File: config.mk
export PLATFORM = sky130hd
export DESIGN_NAME = prog_clock_divider
export DESIGN_NICKNAME = d
export VERILOG_FILES = /design/src/rtl/clk_div_pkg.sv /design/src/rtl/clk_div_channel.sv /design/src/rtl/prog_clock_divider.sv
export SDC_FILE = /design/constraint.sdc
export NUM_CORES = 1
export LEC_CHECK = 0
export CORE_ASPECT_RATIO = 0.75
export CORE_MARGIN = 1.5
export CORE_UTILIZATION = 35
export DETAILED_ROUTE_END_ITERATION = 16
export DONT_BUFFER_PORTS = 1
export PLACE_DENSITY = 0.51
export SYNTH_ARGS = -nofsm -noshare
export SYNTH_HDL_FRONTEND = slang
export SYNTH_SLANG_ARGS = --single-unit
File: constraint.sdc
create_clock -name clk_100MHz -period 27.5 [get_ports clk_100MHz]
set_input_delay 5.5 -clock clk_100MHz [delete_from_list [all_inputs] [get_ports clk_100MHz]]
set_output_delay 5.5 -clock clk_100MHz [all_outputs]
set_load 0.005 [all_outputs]
File: src/rtl/clk_div_pkg.sv
// Shared state type, limits, reset constants and config clamping for the
// programmable clock divider.
package clk_div_pkg;

    localparam int unsigned DIV_W_DEFAULT      = 16;
    localparam int unsigned DIV_MIN            = 2;
    localparam int unsigned DIV_RESET_DEFAULT  = 2;
    localparam int unsigned HIGH_RESET_DEFAULT = 1;
    localparam int unsigned CLAMP_W            = 32;

    typedef enum logic [1:0] {
        StIdle     = 2'd0,
        StRun      = 2'd1,
        StStopping = 2'd2
    } ch_state_e;

    function automatic logic [CLAMP_W-1:0] clamp_div(input logic [CLAMP_W-1:0] div);
        return (div < CLAMP_W'(DIV_MIN)) ? CLAMP_W'(DIV_MIN) : div;
    endfunction

    // Expects an already clamped divide ratio so high always lands in 1..div-1.
    function automatic logic [CLAMP_W-1:0] clamp_high(input logic [CLAMP_W-1:0] high,
                                                      input logic [CLAMP_W-1:0] div_c);
        logic [CLAMP_W-1:0] h;
        h = (high == '0) ? CLAMP_W'(1) : high;
        if (h >= div_c) begin
            h = div_c - CLAMP_W'(1);
        end
        return h;
    endfunction

endpackage

File: src/rtl/clk_div_channel.sv
// One divided-clock channel: period counter, shadowed divide/high config with
// boundary-aligned update, and the run/stop control FSM.
module clk_div_channel
    import clk_div_pkg::*;
#(
    parameter int unsigned DIV_W      = DIV_W_DEFAULT,
    parameter int unsigned DIV_RESET  = DIV_RESET_DEFAULT,
    parameter int unsigned HIGH_RESET = HIGH_RESET_DEFAULT
) (
    input  logic             i_clk,
    input  logic             i_rst,
    input  logic             i_cfg_we,
    input  logic [DIV_W-1:0] i_cfg_div,
    input  logic [DIV_W-1:0] i_cfg_high,
    input  logic             i_en,
    input  logic             i_sync,
    output logic             o_clk,
    output logic             o_tick,
    output logic             o_running,
    output logic             o_pending
);

    ch_state_e        r_state, w_state_d;
    logic [DIV_W-1:0] r_cnt, w_cnt_d;
    logic [DIV_W-1:0] r_div, w_div_d;
    logic [DIV_W-1:0] r_high, w_high_d;
    logic [DIV_W-1:0] r_sdiv, w_sdiv_d;
    logic [DIV_W-1:0] r_shigh, w_shigh_d;
    logic             r_pend, w_pend_d;
    logic             r_clk, w_clk_d;
    logic             r_tick, w_tick_d;

    logic [DIV_W-1:0] w_cfg_div_c;
    logic [DIV_W-1:0] w_cfg_high_c;
    logic             w_boundary;
    logic             w_apply;

    assign w_cfg_div_c  = DIV_W'(clamp_div(CLAMP_W'(i_cfg_div)));
    assign w_cfg_high_c = DIV_W'(clamp_high(CLAMP_W'(i_cfg_high), CLAMP_W'(w_cfg_div_c)));
    assign w_boundary   = (r_cnt == (r_div - DIV_W'(1)));

    always_ff @(posedge i_clk or posedge i_rst) begin
        if (i_rst) begin
            r_state <= StIdle;
            r_cnt   <= '0;
            r_div   <= DIV_W'(DIV_RESET);
            r_high  <= DIV_W'(HIGH_RESET);
            r_sdiv  <= DIV_W'(DIV_RESET);
            r_shigh <= DIV_W'(HIGH_RESET);
            r_pend  <= 1'b0;
            r_clk   <= 1'b0;
            r_tick  <= 1'b0;
        end else begin
            r_state <= w_state_d;
            r_cnt   <= w_cnt_d;
            r_div   <= w_div_d;
            r_high  <= w_high_d;
            r_sdiv  <= w_sdiv_d;
            r_shigh <= w_shigh_d;
            r_pend  <= w_pend_d;
            r_clk   <= w_clk_d;
            r_tick  <= w_tick_d;
        end
    end

    always_comb begin
        w_state_d = r_state;
        w_cnt_d   = r_cnt;
        w_div_d   = r_div;
        w_high_d  = r_high;
        w_sdiv_d  = r_sdiv;
        w_shigh_d = r_shigh;
        w_pend_d  = r_pend;
        w_clk_d   = 1'b0;
        w_tick_d  = 1'b0;
        w_apply   = 1'b0;

        unique case (r_state)
            StIdle: begin
                if (i_en) begin
                    w_state_d = StRun;
                    w_cnt_d   = '0;
                    w_apply   = r_pend;
                end
            end
            StRun, StStopping: begin
                w_clk_d  = (r_cnt < r_high);
                w_tick_d = (r_cnt == '0);
                // sync wins over the boundary, so a stopping channel keeps going one more period.
                if (i_sync) begin
                    w_cnt_d   = '0;
                    w_apply   = r_pend;
                    w_state_d = i_en ? StRun : StStopping;
                end else if (w_boundary) begin
                    w_cnt_d = '0;
                    w_apply = r_pend;
                    if (!i_en) begin
                        w_state_d = StIdle;
                        w_clk_d   = 1'b0;
                        w_tick_d  = 1'b0;
                    end else begin
                        w_state_d = StRun;
                    end
                end else begin
                    w_cnt_d   = r_cnt + DIV_W'(1);
                    w_state_d = i_en ? StRun : StStopping;
                end
            end
            default: begin
                w_state_d = StIdle;
            end
        endcase

        if (w_apply) begin
            w_div_d  = r_sdiv;
            w_high_d = r_shigh;
            w_pend_d = 1'b0;
        end
        // A write is only accepted with nothing pending, so it never collides with w_apply.
        if (i_cfg_we) begin
            w_sdiv_d  = w_cfg_div_c;
            w_shigh_d = w_cfg_high_c;
            w_pend_d  = 1'b1;
        end
    end

    assign o_clk     = r_clk;
    assign o_tick    = r_tick;
    assign o_running = (r_state != StIdle);
    assign o_pending = r_pend;

endmodule

File: src/rtl/prog_clock_divider.sv
// Multi-channel runtime-programmable clock divider: config decode, ready mux,
// reset release synchronizer and sync fan-out around NUM_CH channels.
module prog_clock_divider
    import clk_div_pkg::*;
#(
    parameter int unsigned NUM_CH     = 4,
    parameter int unsigned DIV_W      = DIV_W_DEFAULT,
    parameter int unsigned DIV_RESET  = DIV_RESET_DEFAULT,
    parameter int unsigned HIGH_RESET = HIGH_RESET_DEFAULT,
    localparam int unsigned CH_W      = (NUM_CH > 1) ? $clog2(NUM_CH) : 1
) (
    input  logic              clk_100MHz,
    input  logic              rst,
    input  logic              cfg_valid,
    output logic              cfg_ready,
    input  logic [CH_W-1:0]   cfg_ch,
    input  logic [DIV_W-1:0]  cfg_div,
    input  logic [DIV_W-1:0]  cfg_high,
    input  logic [NUM_CH-1:0] en,
    input  logic              sync,
    output logic [NUM_CH-1:0] clk_out,
    output logic [NUM_CH-1:0] tick,
    output logic [NUM_CH-1:0] running
);

    logic [1:0]        r_rst_sync;
    logic              w_rst;
    logic [NUM_CH-1:0] w_cfg_we;
    logic [NUM_CH-1:0] w_pend;

    // Assert immediately, release on a clock edge.
    always_ff @(posedge clk_100MHz or posedge rst) begin
        if (rst) begin
            r_rst_sync <= 2'b11;
        end else begin
            r_rst_sync <= {r_rst_sync[0], 1'b0};
        end
    end

    assign w_rst = r_rst_sync[1];

    // Out-of-range channel numbers stay ready so the write is accepted and dropped.
    always_comb begin
        cfg_ready = 1'b1;
        for (int i = 0; i < NUM_CH; i++) begin
            if (cfg_ch == CH_W'(i)) begin
                cfg_ready = !w_pend[i];
            end
        end
    end

    for (genvar g = 0; g < NUM_CH; g++) begin : g_ch
        assign w_cfg_we[g] = cfg_valid && cfg_ready && (cfg_ch == CH_W'(g));

        clk_div_channel #(
            .DIV_W      (DIV_W),
            .DIV_RESET  (DIV_RESET),
            .HIGH_RESET (HIGH_RESET)
        ) u_channel (
            .i_clk      (clk_100MHz),
            .i_rst      (w_rst),
            .i_cfg_we   (w_cfg_we[g]),
            .i_cfg_div  (cfg_div),
            .i_cfg_high (cfg_high),
            .i_en       (en[g]),
            .i_sync     (sync),
            .o_clk      (clk_out[g]),
            .o_tick     (tick[g]),
            .o_running  (running[g]),
            .o_pending  (w_pend[g])
        );
    end

endmodule

==> run metrics, run 1 <==
status=finished, final reports clean; DRT iter0 DRCs=1195; Max Cap Viol=0; global placement routability congestion=about 0.86; Yosys top cell by area=dfrtp_1; Final Slew Violations=0; Slew HR=0.2977; # port buffers=0; via count=13990; Setup crit start kind=input port; Post-synth top cells=dfrtp_1, o21ai_0, nand2_1; Finished Layout Cells=2618; post-synth top area share=0.4245; TritonCTS clock tree=yes; Layout area overhead=9.297%; fraction of layout cells with a size suffix above 1=0.1165; global route total overflow=0; Power Total=between 2 and 2.5 mW; first-pass GRT wire length=slightly above 80000 µm; Register Area=around 8600 µm²; crit path DAT=~5900 ps; synth top area cells=dfrtp_1, ha_1, o21ai_0; Static Leakage=approximately 9.6 nW; Setup Skew=15.81 ps; Nets=~2000; Clk pin slew, worst setup/hold paths=approximately 60 ps; Core Rows=73; CORE AREA=about 53000 µm²; Die X=between 200 and 300 µm; Worst Path Max Fanout=6; worst-skew pair later-pin latency=between 500 and 600 ps; Worst EP required=22000 ps; final setup violation count=0; Min Clock Period, post-route=about 11000 ps; Synth async-reset ratio=1.000; cts repair resizes=0; RSZ-0062 raised after global routing=no; Post-Syn Nets=about 2100; Starting Density=0.3574; initial antenna violation count=2; total CTS buffers=38; most frequent cell after synthesis=dfrtp_1; register area share after synthesis=0.4493; Hold WS=~360 ps; fmax=about 0.088 GHz; Setup Fix Bufs, Post-CTS=0; htree depth=2; Post-CTS Hold Buffers=0; largest net degree at the start of global routing=roughly 160; Yosys cell types=between 80 and 90; layout filler cell count=about 5300; hold crit path type=reg2reg; placed wire-length estimate=roughly 37000 µm; GRT Util Overall=0.1890; clock sinks=342; Final ANT Viol Nets=0; post-synthesis register bit count=342; Hold Fails Final Rpt=0; Max Root-Sink Buffers=3; Final period util=0.4149; IO Pins=55; Synth Instances=~1900; number of flops mapped to enable cells by yosys=0; DRC viols=0; Routed WL=approximately 52000 µm; Fin Setup TNS=0 ps; Worst-Margin Slew=roughly 1000 ps; Worst VDD drop=between 0.04 and 0.05 mV; Die H=~210 µm; Placed Instances=~2500; PwrDens=103.1 nW/µm²; mapped cell area=between 15000 and 20000 µm²; crit path capture type=primary output; multi-input logic area=approximately 9500 µm²; Via-to-Cell Ratio=around 5.3; DRT Pass-1 Iters=5; Avg Cell Area, Syn=a little under 10 µm²; CTS root buffer=clkbuf_16; Yosys Warn Count=0; Die ar.=between 50000 and 60000 µm²; Routed WL per cell=between 15 and 20 µm; most common flop cell mapped by yosys=dfrtp_1; vias in the first global route=13400; Setup CP Type=in2out
cells in the final DEF, fill, tap and decap left out, drive strengths merged, types with 26 or more instances in the layout:
cell type / n
a22o: 35
xnor2: 56
nand3: 38
nor4: 31
o21ai: 228
a21oi: 43
clkbuf: 63
mux2: 134
mux2i: 26
inv: 125
and3: 27
ha: 97
nor2b: 34
nor2: 79
dfrtp: 324
nand4: 26
xor2: 33
a21o: 26
nand2: 212
nor3: 52
flip-flops by register name, summed over array words and instances (netlist names):
| register | flops |
|---|---|
| g_ch.u_channel.r_cnt | 64 |
| g_ch.u_channel.r_div | 64 |
| g_ch.u_channel.r_high | 64 |
| g_ch.u_channel.r_sdiv | 64 |
| g_ch.u_channel.r_shigh | 64 |
| g_ch.u_channel.r_state | 8 |
| g_ch.u_channel.o_clk | 4 |
| g_ch.u_channel.o_pending | 4 |
| g_ch.u_channel.o_tick | 4 |
| r_rst_sync | 2 |
worst max-delay path: stages:
cell	delay [ps]
nor2b_1	130
o21ai_0	150
o21ai_0	120
logic make-up (layout without fill, tap and decap cells):
group,count (synthesis),in the layout,synth area share
buf+inv,244,208,0.05372
other cells,1,2,0.0001964
compound gates,421,421,0.1385
xor+xnor,89,89,0.04082
fa+ha+maj,97,97,0.06355
flops,342,342,0.4493
mux,160,160,0.09853
simple gates,587,587,0.1554
layer usage:
metal,vias to the layer above,global-route usage,share of wire
met5,-,0,0
met4,0,0.04722,0.022
met3,67,0.04995,0.076
met2,331,0.2670,0.41
met1,6878,0.2824,0.49
li1,6710,-,-
area by class of cell:
| type | instances | area share |
|---|---|---|
| flip-flops and latches | 342 | 0.4111 |
| diodes | 1 | 0.0001199 |
| well taps | 712 | 0.04268 |
| multi-input cells | 1355 | 0.4554 |
| clock inverters | 7 | 0.004196 |
| inverters | 125 | 0.02284 |
| clock buffers | 63 | 0.05838 |
| repair buffers | 13 | 0.005275 |
per-stage QoR:
stage / utilization / instance area [µm²] / setup slack (ps)
finish: 0.3907 / 20870 / 16090
detailed placement: 0.3662 / 19570 / 16080
CTS: 0.3906 / 20870 / 16080
global placement: 0.3662 / 19570 / 16040
global route: 0.3906 / 20870 / 16040
floorplan: - / 19100 / 16150
worst paths after layout:
path                       cells after the start                  startpoint  slack [ps]                      endpoint
setup / recovery                               3                   cfg_ch[0]       16090                     cfg_ready
hold / removal                                 0               r_rst_sync[0]         360                 r_rst_sync[1]
setup reg to reg                              11  g_ch[2].u_channel.r_div[0]       23060    g_ch[2].u_channel.r_div[4]
hold reg to reg                                0               r_rst_sync[0]         360                 r_rst_sync[1]
max in group asynchronous                      1                         rst       22620                 r_rst_sync[0]
min in group asynchronous                      1               r_rst_sync[1]         410  g_ch[2].u_channel.r_state[0]
report_power, final:
part	internal [mW]	switching, mW
Clock	0.321	0.214
Combinational	0.343	0.404
Sequential	0.694	0.175
Total	1.36	0.793
(Power assumes the default switching activity.)
==> inputs of run 2 (changes only) <==
- clock period: 27.5 -> 11.7 ns (I/O delays scaled with it)
==> run metrics, run 2 (synthesis results as in run 1) <==
post-layout util=0.3890; Reg2Reg Capture Point=g_ch[2].u_channel.r_div[3]; ANT cells=0; # port buffers=0; Die X=roughly 270 µm; Critical Path End=g_ch[3].u_channel.r_shigh[0]; hold crit path type=reg2reg; Worst Path Max Fanout=10; TritonCTS clock tree=yes; Routed WL=between 50000 and 60000 µm; Core Rows=73; Starting Density=0.3574; Worst R2R Setup Slack=roughly 7300 ps; switching portion of total power=0.3784; Hold WS=355.4 ps; Placed Instances=2546; Critical-path top delay cell=o211ai_1; Fin Setup TNS=0 ps; crit-path leading delay family=simple AND/OR/NAND/NOR gates; RSZ-0062 raised after global routing=no; Final Slew Violations=0; Max Root-Sink Buffers=3; most common cell after layout, fill and taps aside=dfrtp_1; crit path capture type=register; min setup slack post-route=~5400 ps; Area after DPL=approximately 20000 µm²; Static Leakage=about 9.6 nW; fraction of layout cells with a size suffix above 1=0.1145; Worst-Margin Slew=approximately 1100 ps; Setup Skew=~13 ps; GRT Util Overall=0.1933; R2R depth=11; placed wire-length estimate=around 39000 µm; pre-CTS setup slack=around 5000 ps; Worst EP required=~12000 ps; Setup crit start kind=input port; crit path launch=cfg_div[12]; total CTS buffers=38; first-pass GRT wire length=between 80000 and 90000 µm; Power Total=5.031 mW; Worst VDD drop=0.1218 mV; Buf/Inv on CP=2; slowest cell delay on critical path=800 ps; Switching Power=about 1.9 mW; global route total overflow=0; clock power share=0.236; cts repair resizes=0; P_int=~3.1 mW; initial antenna violation count=1; Max Cap Viol=0; Post-CTS Hold Buffers=0; DRC viols=0; Setup CP Type=in2reg; Final period util=0.5349; Nets=between 2000 and 2500; clock sinks=around 340; Layout area overhead=8.825%; Comb power frac=0.350; Setup Fix Bufs, Post-CTS=0; CORE AREA=roughly 53000 µm²; Finished Layout Cells=2616; Hold Fails Final Rpt=0; CTS root buffer=clkbuf_16; via count=around 14000; vias in the first global route=13480; Stages on worst setup path=15; highest-count cells in the layout ignoring fill and taps=dfrtp_1, o21ai_0, nand2_1; reg2reg start=g_ch[2].u_channel.r_div[0]; Reg power frac=0.414; Slew HR=0.2790; Clk pin slew, worst setup/hold paths=60 ps; PwrDens=242.1 nW/µm²; Min Clock Period, post-route=around 6300 ps; worst-skew pair later-pin latency=approximately 550 ps; largest net degree at the start of global routing=around 180; Routed WL per cell=a little over 20 µm; DRT Pass-1 Iters=5; Die H=approximately 200 µm; Die ar.=between 50000 and 60000 µm²; DRT iter0 DRCs=between 1000 and 1500; Final ANT Viol Nets=0; crit path DAT=approximately 6700 ps; crit-path cells=or4_1 > or3_1 > nor3_1 > nand2b_1 > inv_1 > ha_1 > nand2b_1 > a21oi_1 > nor2b_1 > o21ai_0 > a21oi_1 > o211ai_1 > buf_4 > mux2_2 > o21ai_0; IO Pins=55; Via-to-Cell Ratio=between 5 and 6; final setup violation count=0; status=finished, final reports clean; post-route design area=approximately 21000 µm²; fmax=0.1598 GHz; global placement routability congestion=approximately 0.88; htree depth=2
==> run 2: cell count changes in the layout (fill, tap and decap cells not counted), sizes merged <==
cell and delta:
bufinv -2, clkinvlp +2, buf -1, clkbuf -1, clkinv +1, diode -1
==> run 2: routing by layer <==
metal / routed length (µm) / global-route usage / share of wire
met2: 22010 / 0.2779 / 0.41
met5: 0 / 0 / 0
met3: 3591 / 0.04295 / 0.067
met1: 27080 / 0.2951 / 0.51
met4: 702 / 0.03472 / 0.013
==> run 2: power groups by stage <==
stage	logic (mW)	registers [mW]	clock network (mW)
after detailed placement	1.75	2.10	0
final	1.76	2.08	1.19
after CTS	1.76	2.08	1.22
after floorplan	1.49	1.86	0
after global routing	1.99	2.14	1.27
after global placement	1.71	2.09	0
==> run 2: worst reg2reg max path, delay by kind of cell, from the launching register on <==
kind            cells  cell delay [ps]
fa+ha+maj           1              300
compound gates      3             1160
simple gates        3             1240
mux                 1              400
buf+inv             2              530
flops               1              470
xor+xnor            1              150
==> run 2: cell type report <==
class                   instances  area, µm²
clock inverters                 8      51.30
fillers                      5243      32650
inverters                     125      476.7
flip-flops and latches        342       8581
clock buffers                  62       1175
multi-input cells            1355       9507
well taps                     712      890.9
repair buffers                 12      102.6
==> run 2: worst min-delay path by stage <==
stage | slack (ps) | depth (start not counted) | to | start
after floorplan | 350 | 0 | r_rst_sync[1] | r_rst_sync[0]
after global placement | 350 | 0 | r_rst_sync[1] | r_rst_sync[0]
after detailed placement | 350 | 0 | r_rst_sync[1] | r_rst_sync[0]
after CTS | 360 | 0 | r_rst_sync[1] | r_rst_sync[0]
after global routing | 360 | 0 | r_rst_sync[1] | r_rst_sync[0]
final | 360 | 0 | r_rst_sync[1] | r_rst_sync[0]
==> inputs of run 3 (changes only) <==
- clock period: 11.7 -> 6 ns (I/O delays scaled with it)
==> run metrics, run 3 (synthesis results as in run 1) <==
status=finished, final reports clean; first-pass GRT wire length=around 85000 µm; P_int=about 6.2 mW; multi-input logic area=9507 µm²; met3 WL=roughly 3800 µm; switching portion of total power=0.3753; CTS root buffer=clkbuf_16; Clk pin slew, worst setup/hold paths=60 ps; clock power share=0.241; min setup slack post-route=1507 ps; layout filler cell count=between 5000 and 6000; crit path capture type=register; Starting Density=0.3574; crit-path cells=or4_1 > or3_1 > nor3_1 > nand2b_1 > inv_1 > ha_1 > nand2b_1 > a21oi_1 > nor2b_1 > o21ai_0 > a21oi_1 > o211ai_1 > buf_4 > mux2i_1 > o21ai_0; highest-count cells in the layout ignoring fill and taps=dfrtp_1, o21ai_0, nand2_1; htree depth=2; Critical-path top delay cell=or4_1; Switching Power=~3.7 mW; Die X=roughly 270 µm; Min Clock Period, post-route=around 4500 ps; TritonCTS clock tree=yes; total CTS buffers=38; IO Pins=55; DRC viols=0; Setup Fix Bufs, Post-CTS=0; Worst-Margin Slew=between 1000 and 1500 ps; DRT iter0 DRCs=around 1100; Slew HR=0.3059; Comb power frac=0.353; DR top layer=met4; Final ANT Viol Nets=0; pre-CTS setup slack=about 1000 ps; hold_sp=r_rst_sync[0]; Final period util=0.7488; RSZ-0062 raised after global routing=no; Worst VDD drop=about 0.20 mV; met2 wire len=~22000 µm; Worst Path Max Fanout=16; initial antenna violation count=2; GRT Util Overall=0.1987; crit path DAT=just under 5000 ps; clock sinks=between 300 and 400; Final Slew Violations=0; worst-skew pair later-pin latency=around 570 ps; # port buffers=0; Worst EP required=6400 ps; crit path launch=cfg_div[12]; final setup violation count=0; DRT Pass-1 Iters=6; placed wire-length estimate=around 40000 µm; Routed WL=between 50000 and 60000 µm; Hold WS=between 300 and 400 ps; metal1 wirelength=about 27000 µm; Register Area=about 8600 µm²; Layout area overhead=9.192%; global placement routability congestion=0.8748; Max Root-Sink Buffers=3; Routed WL per cell=roughly 21 µm; Hold Fails Final Rpt=0; Via-to-Cell Ratio=~5.3; Max Cap Viol=0; hold crit path type=reg2reg; Die H=between 200 and 250 µm; reg2reg start=g_ch[2].u_channel.r_div[0]; fraction of layout cells with a size suffix above 1=0.1176; PwrDens=roughly 470 nW/µm²; global route total overflow=0; vias in the first global route=between 10000 and 15000; most common cell after layout, fill and taps aside=dfrtp_1; Setup Skew=23.01 ps; Post-CTS Hold Buffers=0; fmax=approximately 0.22 GHz; Setup crit start kind=input port; Core Rows=73; Fin Setup TNS=0 ps; Die ar.=approximately 56000 µm²; largest net degree at the start of global routing=185; Static Leakage=9.595 nW; Setup CP Type=in2reg; slowest cell delay on critical path=620 ps; Nets=a little over 2000; cts repair resizes=0; Power Total=roughly 9.9 mW; Reg power frac=0.406; CORE AREA=between 50000 and 60000 µm²; via count=approximately 14000
-- run 3: metrics by stage --
stage / area, µm² / utilization / instances
finish: 20850 / 0.3903 / 2621
global route: 20840 / 0.3901 / 2617
CTS: 20840 / 0.3901 / 2617
detailed placement: 19590 / 0.3666 / 2549
global placement: 19590 / 0.3666 / 2549
floorplan: 19100 / - / 1941
-- run 3: area by class of cell --
class | count | area share
multi-input cells | 1355 | 0.4559
flip-flops and latches | 342 | 0.4115
clock buffers | 61 | 0.05700
well taps | 712 | 0.04272
inverters | 125 | 0.02268
repair buffers | 15 | 0.006600
clock inverters | 7 | 0.003180
diodes | 4 | 0.0004800
-- run 3: worst paths after layout --
check / endpoint / slack [ps] / depth (start not counted)
max: g_ch[0].u_channel.r_shigh[1] / 1510 / 15
min: r_rst_sync[1] / 360 / 0
max reg2reg: g_ch[2].u_channel.r_div[7] / 1760 / 11
min reg2reg: r_rst_sync[1] / 360 / 0
max in group asynchronous: g_ch[0].u_channel.r_cnt[10] / 4030 / 2
min in group asynchronous: g_ch[2].u_channel.r_cnt[15] / 480 / 1
-- run 3: worst max-delay path, delay by kind of cell --
family / cells / cell delay, ps
multiplexers: 1 / 370
AO/OA/AOI/OAI: 5 / 720
AND/OR/NAND/NOR: 6 / 1830
buffers and inverters: 2 / 470
adder cells (fa/ha/maj): 1 / 290
-- run 3: power groups by stage --
stage	logic [mW]	registers, mW	clock network (mW)
6_report	3.48	4.00	2.37
5_1_grt	3.94	4.12	2.54
4_1_cts	3.49	4.01	2.44
3_5_place_dp	3.47	4.03	0
3_3_place_gp	3.38	4.02	0
2_1_floorplan	2.90	3.63	0
-- run 3: routing by layer --
layer,global-route usage,vias up
met4,0.04127,0
met1,0.3044,6923
met3,0.04820,58
met2,0.2790,321
met5,0,-
li1,-,6701
